$ cat src/rtl/mem_arbiter.sv
// mem_arbiter: shares the unified memory between the CPU and a DMA port.
// Define ARB_RR_EN for round-robin ties; default build gives CPU priority.
module mem_arbiter #(
  parameter int AW      = 32,
  parameter int DW      = 64,
  parameter int MEM_LAT = 2
) (
  input  logic          clk,
  input  logic          reset,
  input  logic          cpu_req,
  input  logic [1:0]    cpu_we,
  input  logic [AW-1:0] cpu_addr,
  input  logic [DW-1:0] cpu_wdata,
  output logic [DW-1:0] cpu_rdata,
  output logic          cpu_ack,
  input  logic          dma_req,
  input  logic [1:0]    dma_we,
  input  logic [AW-1:0] dma_addr,
  input  logic [DW-1:0] dma_wdata,
  output logic [DW-1:0] dma_rdata,
  output logic          dma_ack,
  output logic          mem_en,
  output logic [1:0]    mem_we,
  output logic [AW-1:0] mem_addr,
  output logic [DW-1:0] mem_wdata,
  input  logic [DW-1:0] mem_rdata,
  output logic          owner,
  output logic          busy
);

  localparam logic [3:0] LAT = 4'(MEM_LAT);

  typedef enum logic [1:0] {
    IDLE,
    ACCESS,
    WAIT,
    DONE
  } state_t;

  state_t     state;
  logic [3:0] cnt;
  logic [1:0] lat_we;
  logic       any_req;
  logic       win;

  assign any_req = cpu_req | dma_req;

`ifdef ARB_RR_EN
  logic last;

  // a tie goes to the port that did not win the previous grant
  always_comb begin
    win = 1'b0;
    if (cpu_req && dma_req) win = ~last;
    else if (dma_req)       win = 1'b1;
    else                    win = 1'b0;
  end

  // last-owner pointer follows every grant; DMA after reset
  always_ff @(posedge clk or negedge reset) begin
    if (!reset)                     last <= 1'b1;
    else if (state == IDLE && any_req) last <= win;
  end
`else
  // the CPU wins every tie
  assign win = ~cpu_req;
`endif

  // grant, issue one command, wait out the latency, pulse the ack
  always_ff @(posedge clk or negedge reset) begin
    if (!reset) begin
      state     <= IDLE;
      cnt       <= '0;
      lat_we    <= '0;
      mem_en    <= 1'b0;
      mem_we    <= '0;
      mem_addr  <= '0;
      mem_wdata <= '0;
      cpu_rdata <= '0;
      dma_rdata <= '0;
      cpu_ack   <= 1'b0;
      dma_ack   <= 1'b0;
      owner     <= 1'b0;
      busy      <= 1'b0;
    end else begin
      unique case (state)
        IDLE: begin
          if (any_req) begin
            owner     <= win;
            lat_we    <= win ? dma_we    : cpu_we;
            mem_we    <= win ? dma_we    : cpu_we;
            mem_addr  <= win ? dma_addr  : cpu_addr;
            mem_wdata <= win ? dma_wdata : cpu_wdata;
            mem_en    <= 1'b1;
            busy      <= 1'b1;
            state     <= ACCESS;
          end
        end
        ACCESS: begin
          mem_en <= 1'b0;
          mem_we <= '0;
          cnt    <= LAT;
          state  <= WAIT;
        end
        WAIT: begin
          cnt <= cnt - 4'd1;
          if (cnt == 4'd1) begin
            if (lat_we == 2'b00) begin
              if (owner) dma_rdata <= mem_rdata;
              else       cpu_rdata <= mem_rdata;
            end
            if (owner) dma_ack <= 1'b1;
            else       cpu_ack <= 1'b1;
            state <= DONE;
          end
        end
        DONE: begin
          cpu_ack <= 1'b0;
          dma_ack <= 1'b0;
          busy    <= 1'b0;
          state   <= IDLE;
        end
        default: state <= IDLE;
      endcase
    end
  end

endmodule

$ cat config.mk
export PLATFORM = sky130hd
export DESIGN_NAME = mem_arbiter
export DESIGN_NICKNAME = d
export VERILOG_FILES = /design/src/rtl/mem_arbiter.sv
export SDC_FILE = /design/constraint.sdc
export NUM_CORES = 1
export LEC_CHECK = 0
export BUFFER_PORTS_ARGS = -buffer_cell sky130_fd_sc_hd__buf_2
export CORE_MARGIN = 5
export CORE_UTILIZATION = 25
export CTS_CLUSTER_SIZE = 40
export DETAILED_ROUTE_END_ITERATION = 7
export SETUP_SLACK_MARGIN = 0.1
export SLEW_MARGIN = 5
export SYNTH_ARGS = -nofsm -noshare
export SYNTH_HDL_FRONTEND = slang
export SYNTH_SLANG_ARGS = --single-unit
export TNS_END_PERCENT = 50
$ cat constraint.sdc
create_clock -name clk -period 2 [get_ports clk]
set_input_delay 0.4 -clock clk [delete_from_list [all_inputs] [get_ports clk]]
set_output_delay 0.4 -clock clk [all_outputs]
set_load 0.01 [all_outputs]
==> metrics.cfg, run 1 <==
[run_status]
status = finished, final reports clean

[cells_and_area]
fin_area_mm2 = 0.0148
nets = 1568
utilization = 0.361
area_delta_synth_final_pct = 42.3
final_common_cell = buf_2
instances_no_fill = 1846
final_cell_mix = 492 x buf_2, 239 x dfrtp_1, 120 x mux2_4, 105 x o21ai_0, 100 x nand2_1
drive_gt1_frac = 0.556
diodes = 0

[power]
peakVddDrop_v = 0.000502
power_leakage_nw = 7.94
finalPower_mw = 21.1
powerDensity_mw_per_mm2 = 1430

[global_route]
grtUsageTotal = 0.131
grt_max_degree = 65
grt_pass1_wl_mm = 48.7
antenna_found_initial = 1
grt_pass1_vias = 8465
overflow = 0

[setup_path]
reg2reg_from = cnt[1]
cpPeakStageDelay_ns = 0.40
crit_path_max_fanout = 8
r2r_end = cpu_rdata[4]
path_class = reg2reg
cp_slowest_cell = dfrtp_1
required_ns = 2.41
rrSetupSlack_ns = 0.14
critical_path_arrival_ns = 2.27
end_kind = flop
start_kind = flop
reg2reg_depth = 6
worstPathCellList = inv_2 > ha_2 > and4bb_4 > nand3_4 > clkbuf_16 > mux2_4

[clock_network]
cts-htree-levels = 1
clkSinkCount = 239
cts_root_buf = clkbuf_16
cts.clk_slew.worst_paths_ns = 0.06
cts_tree = yes
cts.path.max_buffers = 3
insertion_delay_ns = 0.52
numCtsBuffers = 25

[placement]
place.gp.congestion = 0.808
detailed_place_hpwl_mm = 25.2
io_buffers = 494
place_inst = 1789
place_ws_ns = 0.0753
place_area_mm2 = 0.0137

[sta]
hold_viol = 0
maxSlewHeadroom = 0.671
worst_slew_pin_slew_ns = 0.494
final_max_slew_viol_count = 0
setup_viol = 0
skew_ns = 0.00818
period_share = 0.931
fin_tns_setup_ns = 0
hold_slack_ns = 0.123
post-route-min-period_ns = 1.86
rsz0062_at_grt = false
fin_ws_ns = 0.138
fmax_mhz = 537

[worst_hold_path]
hp-start = mem_rdata[10]
holdPathStages = 2
whs_endpoint = dma_rdata[10]
hold_class = in2reg

[die]
die_w_um = 214
pin_count = 495
die-area_mm2 = 0.0458
rows = 74
initial_core_util = 0.254
dieHeight_um = 214
coreArea_mm2 = 0.0410

[job]
maxCapViolCount = 0

[synthesis]
async_flop_share = 1.00
ys_seq_elements = 239
synth_edf_count = 0
synthCells = 764
syn-num-nets = 1035
synth.distinct_cells = 29
synth_area_per_cell_um2 = 13.6
yosysSeqAreaShare = 0.575
synth_warnings = 0
netlist_area_mm2 = 0.0104
yosys_most_used_dff = dfrtp_1

[drt]
dr.pass1.iters = 4
wirelength_mm = 32.2
routedWlPerCell_um = 17.4
first_iter_violations = 400
vias_per_cell = 4.24
antenna_left = 0
drc_errors = 0
vias = 7821

-- layer usage --
metal	wire, um	track usage	part of all wire
met5	0	0	0
met3	2630	0.0361	0.082
met2	15300	0.222	0.48
met1	13700	0.167	0.43
met4	555	0.0298	0.017
-- worst max path at each step --
stage / start / to / slack (ns)
global route: cnt[1] / cpu_rdata[14] / 0.09
floorplan: state[0] / dma_rdata[10] / 0.18
detailed placement: state[0] / cpu_rdata[31] / 0.08
global placement: state[0] / cpu_rdata[28] / 0.10
finish: cnt[1] / cpu_rdata[4] / 0.14
CTS: state[0] / cpu_rdata[48] / 0.09
-- sequential cells by signal, indices dropped and copies added (netlist names) --
name and cells:
mem_en 1, mem_we 2, state 2, dma_ack 1, mem_wdata 64, cpu_ack 1, owner 1, dma_rdata 64
cpu_rdata 64, lat_we 2, cnt 4, busy 1, mem_addr 32
-- synthesized netlist by cell type (3+ instances only) --
library cell | number | area share
mux2i_1 | 98 | 0.094
o21ai_0 | 105 | 0.051
mux2_4 | 120 | 0.17
nor2_1 | 6 | 0.0022
a21oi_1 | 5 | 0.0024
buf_6 | 12 | 0.013
buf_2 | 23 | 0.011
clkbuf_1 | 12 | 0.0043
inv_1 | 7 | 0.0025
ha_1 | 7 | 0.0084
mux2_2 | 9 | 0.0097
nand2_1 | 100 | 0.036
dfrtp_1 | 239 | 0.57
nand3_1 | 3 | 0.0014
-- cell type report --
| class | count | area (um^2) |
|---|---|---|
| clock buffers | 37 | 731 |
| clock inverters | 7 | 116 |
| fillers | 4038 | 26200 |
| inverters | 7 | 26.3 |
| multi-input cells | 471 | 4130 |
| flip-flops and latches | 239 | 5980 |
| well taps | 532 | 666 |
| repair buffers | 553 | 3150 |
-- power by group --
group	switching, mW	internal [mW]	total [mW]	leakage, nW
sequential	1.28	7.01	8.29	2.87
combinational	4.13	3.91	8.04	4.66
clock	1.89	2.90	4.79	0.413
total	7.29	13.8	21.1	7.94
-- worst max-delay path: cells and delay by family, from the launching register on --
kind	cells	cell delay [ns]
multiplexers	1	0.30
AND/OR/NAND/NOR	2	0.54
buffers and inverters	2	0.33
adder cells (fa/ha/maj)	1	0.17
flip-flops	1	0.40
-- logic make-up (layout without fill, tap and decap cells) --
family                     Yosys count  count (layout)  share of synthesized area
buffers and inverters               55             604                     0.0316
DFF                                239             239                      0.575
adders and majority gates            7               7                    0.00842
AOI/OAI and AO/OA                  120             120                     0.0603
muxes                              227             227                      0.277
and+or+nand+nor                    116             117                     0.0475
-- repair_timing --
item                                    in CTS  in global routing
setup buffers                                1                  6
endpoints found under the setup margin      49                 64
hold buffers                                 1                  0
gates resized for setup                      1                 11
endpoints found under the hold margin       47                  0
pin swaps                                    0                  1
cloned                                       0                  5
No activity file was read; power rests on OpenSTA's default activity.
==> run 2, diff against run 1 <==
==> constraint.sdc (replaced) <==
create_clock -name clk -period 2 [get_ports clk]
set_input_delay 0.4 -clock clk [delete_from_list [all_inputs] [get_ports clk]]
set_output_delay 0.4 -clock clk [all_outputs]
set_load 0.1 [all_outputs]
==> run 2 against run 1 <==
  * Wire length down 1.1%
  * Sequential cell count unchanged
  * Critical path depth stayed put
  * Die area unchanged
  * Fmax increased by 0.41%
  * Count of clock-buffer cells in the layout up 3
  * Global-route usage rose by 0.19 points
  * Critical path type unchanged
  * Largest cell class unchanged
==> metrics.cfg, run 2 (synthesis gave the netlist of run 1 again) <==
[run_status]
status = finished, final reports clean

[setup_path]
cp_slowest_cell = dfrtp_1
required_ns = 2.40  ; about the same
crit_buf_inv = 2  ; unchanged
reg2reg_depth = 6  ; unchanged
start_kind = flop
path_class = reg2reg
r2r_end = dma_rdata[31]
reg2reg_from = state[0]
crit_path_max_fanout = 12  ; +4
rrSetupSlack_ns = 0.15  ; about the same
end_kind = flop
cp.depth = 6  ; unchanged
cpLargestDelayFamily = simple AND/OR/NAND/NOR gates
cpPeakStageDelay_ns = 0.38  ; -0.02 ns
critical_path_arrival_ns = 2.25  ; -0.02 ns
worstPathCellList = inv_1 > ha_1 > and4bb_4 > nand3_4 > clkbuf_16 > mux2_4

[global_route]
grt_max_degree = 63  ; -3.1%
grtUsageTotal = 0.133  ; +0.00185
grt_pass1_wl_mm = 49.4  ; +1.4%
grt_pass1_vias = 8447  ; -0.21%
overflow = 0  ; unchanged
antenna_found_initial = 1  ; unchanged

[placement]
io_buffers = 494  ; unchanged
place.gp.congestion = 0.819  ; +1.4%
detailed_place_hpwl_mm = 25.4  ; +0.69%
place_inst = 1783  ; -0.34%

[sta]
rsz0062_at_grt = true
hold_viol = 0  ; unchanged
post-route-min-period_ns = 1.85  ; -0.00754 ns
final_max_slew_viol_count = 0  ; unchanged
maxSlewHeadroom = 0.387  ; -0.284
setup_viol = 0  ; unchanged
worst_slew_pin_slew_ns = 0.917  ; +0.423 ns
fin_tns_setup_ns = 0  ; unchanged
period_share = 0.927  ; -0.00377
fmax_mhz = 539  ; +0.41%
skew_ns = 0.00891  ; +0.000737 ns

[drt]
routedWlPerCell_um = 17.3  ; -0.59%
drc_errors = 0  ; unchanged
antenna_left = 0  ; unchanged
wirelength_mm = 31.8  ; -1.1%
first_iter_violations = 319  ; -20%
dr.pass1.iters = 4  ; unchanged
vias = 7718  ; -1.3%
vias_per_cell = 4.20  ; -0.78%

[die]
rows = 74  ; unchanged
die-area_mm2 = 0.0458  ; unchanged
initial_core_util = 0.254  ; unchanged
die_w_um = 214  ; unchanged
pin_count = 495  ; unchanged
coreArea_mm2 = 0.0410  ; unchanged
dieHeight_um = 214  ; unchanged

[clock_network]
cts-htree-levels = 1  ; unchanged
cts.clk_slew.worst_paths_ns = 0.06  ; about the same
cts_tree = yes
cts_root_buf = clkbuf_16
clkSinkCount = 239  ; unchanged
cts.path.max_buffers = 3  ; unchanged
numCtsBuffers = 26  ; +4.0%
insertion_delay_ns = 0.52  ; about the same

[worst_hold_path]
whs_endpoint = dma_rdata[54]
holdPathStages = 2  ; unchanged
hold_class = in2reg
hp-start = mem_rdata[54]

[cells_and_area]
area_delta_synth_final_pct = 40.5
nets = 1555  ; -0.83%
instances_no_fill = 1836  ; -0.54%
diodes = 0  ; unchanged
reg_top3 = cpu_rdata: 64 flops, dma_rdata: 64 flops, mem_wdata: 64 flops
final_cell_mix = 492 x buf_2, 238 x dfrtp_1, 120 x mux2_4, 105 x o21ai_0, 100 x nand2_1
final_common_cell = buf_2
utilization = 0.356  ; -0.00445
drive_gt1_frac = 0.546  ; -0.00954

[job]
maxCapViolCount = 0  ; unchanged

[run 2: worst max path at each step]
stage,start,endpoint
after floorplan,state[0],dma_rdata[10]
after detailed placement,state[0],cpu_rdata[31]
after CTS,mem_wdata[28],mem_wdata[28]
after global placement,state[0],cpu_rdata[19]
after global routing,state[0],cpu_rdata[6]
final,state[0],dma_rdata[31]
[run 2: timing repair]
action | 4_1_cts | 5_1_grt
setup buffers | 3 | 0
endpoints found under the setup margin | 100 | 57
hold buffers | 1 | 0
gates cloned | 0 | 1
pin swaps | 2 | 2
hold endpoints to repair | 52 | 0
gates resized for setup | 0 | 0
[run 2: layer usage]
metal | track usage | vias up | part of all wire
met2 | 0.232 | 335 | 0.49
met3 | 0.0350 | 28 | 0.077
met5 | 0 | - | 0.00041
met1 | 0.166 | 3645 | 0.42
li1 | - | 3708 | -
met4 | 0.0271 | 2 | 0.014
[run 2: per-stage QoR]
stage / setup slack (ns) / hold WS [ns] / instance area, um^2
finish: 0.146 / 0.122 / 14600
global route: 0.0569 / 0.0878 / 14600
CTS: 0.117 / 0.0830 / 14600
detailed placement: 0.0234 / 0.403 / 13700
global placement: 0.0443 / 0.406 / 13700
floorplan: 0.155 / 0.104 / 10400
[run 2: final cells by class]
type,instances,area [um^2]
Fill cell,4086,26400
Sequential cell,239,5980
Multi-Input combinational cell,470,4100
Timing Repair Buffer,540,2970
Clock buffer,40,754
Tap cell,532,666
Clock inverter,8,121
Inverter,7,26.3
Power of run 2 is left out: the tool's default activity adds up to more than one toggle a clock period on the data nets, which glitch-free logic cannot reach.
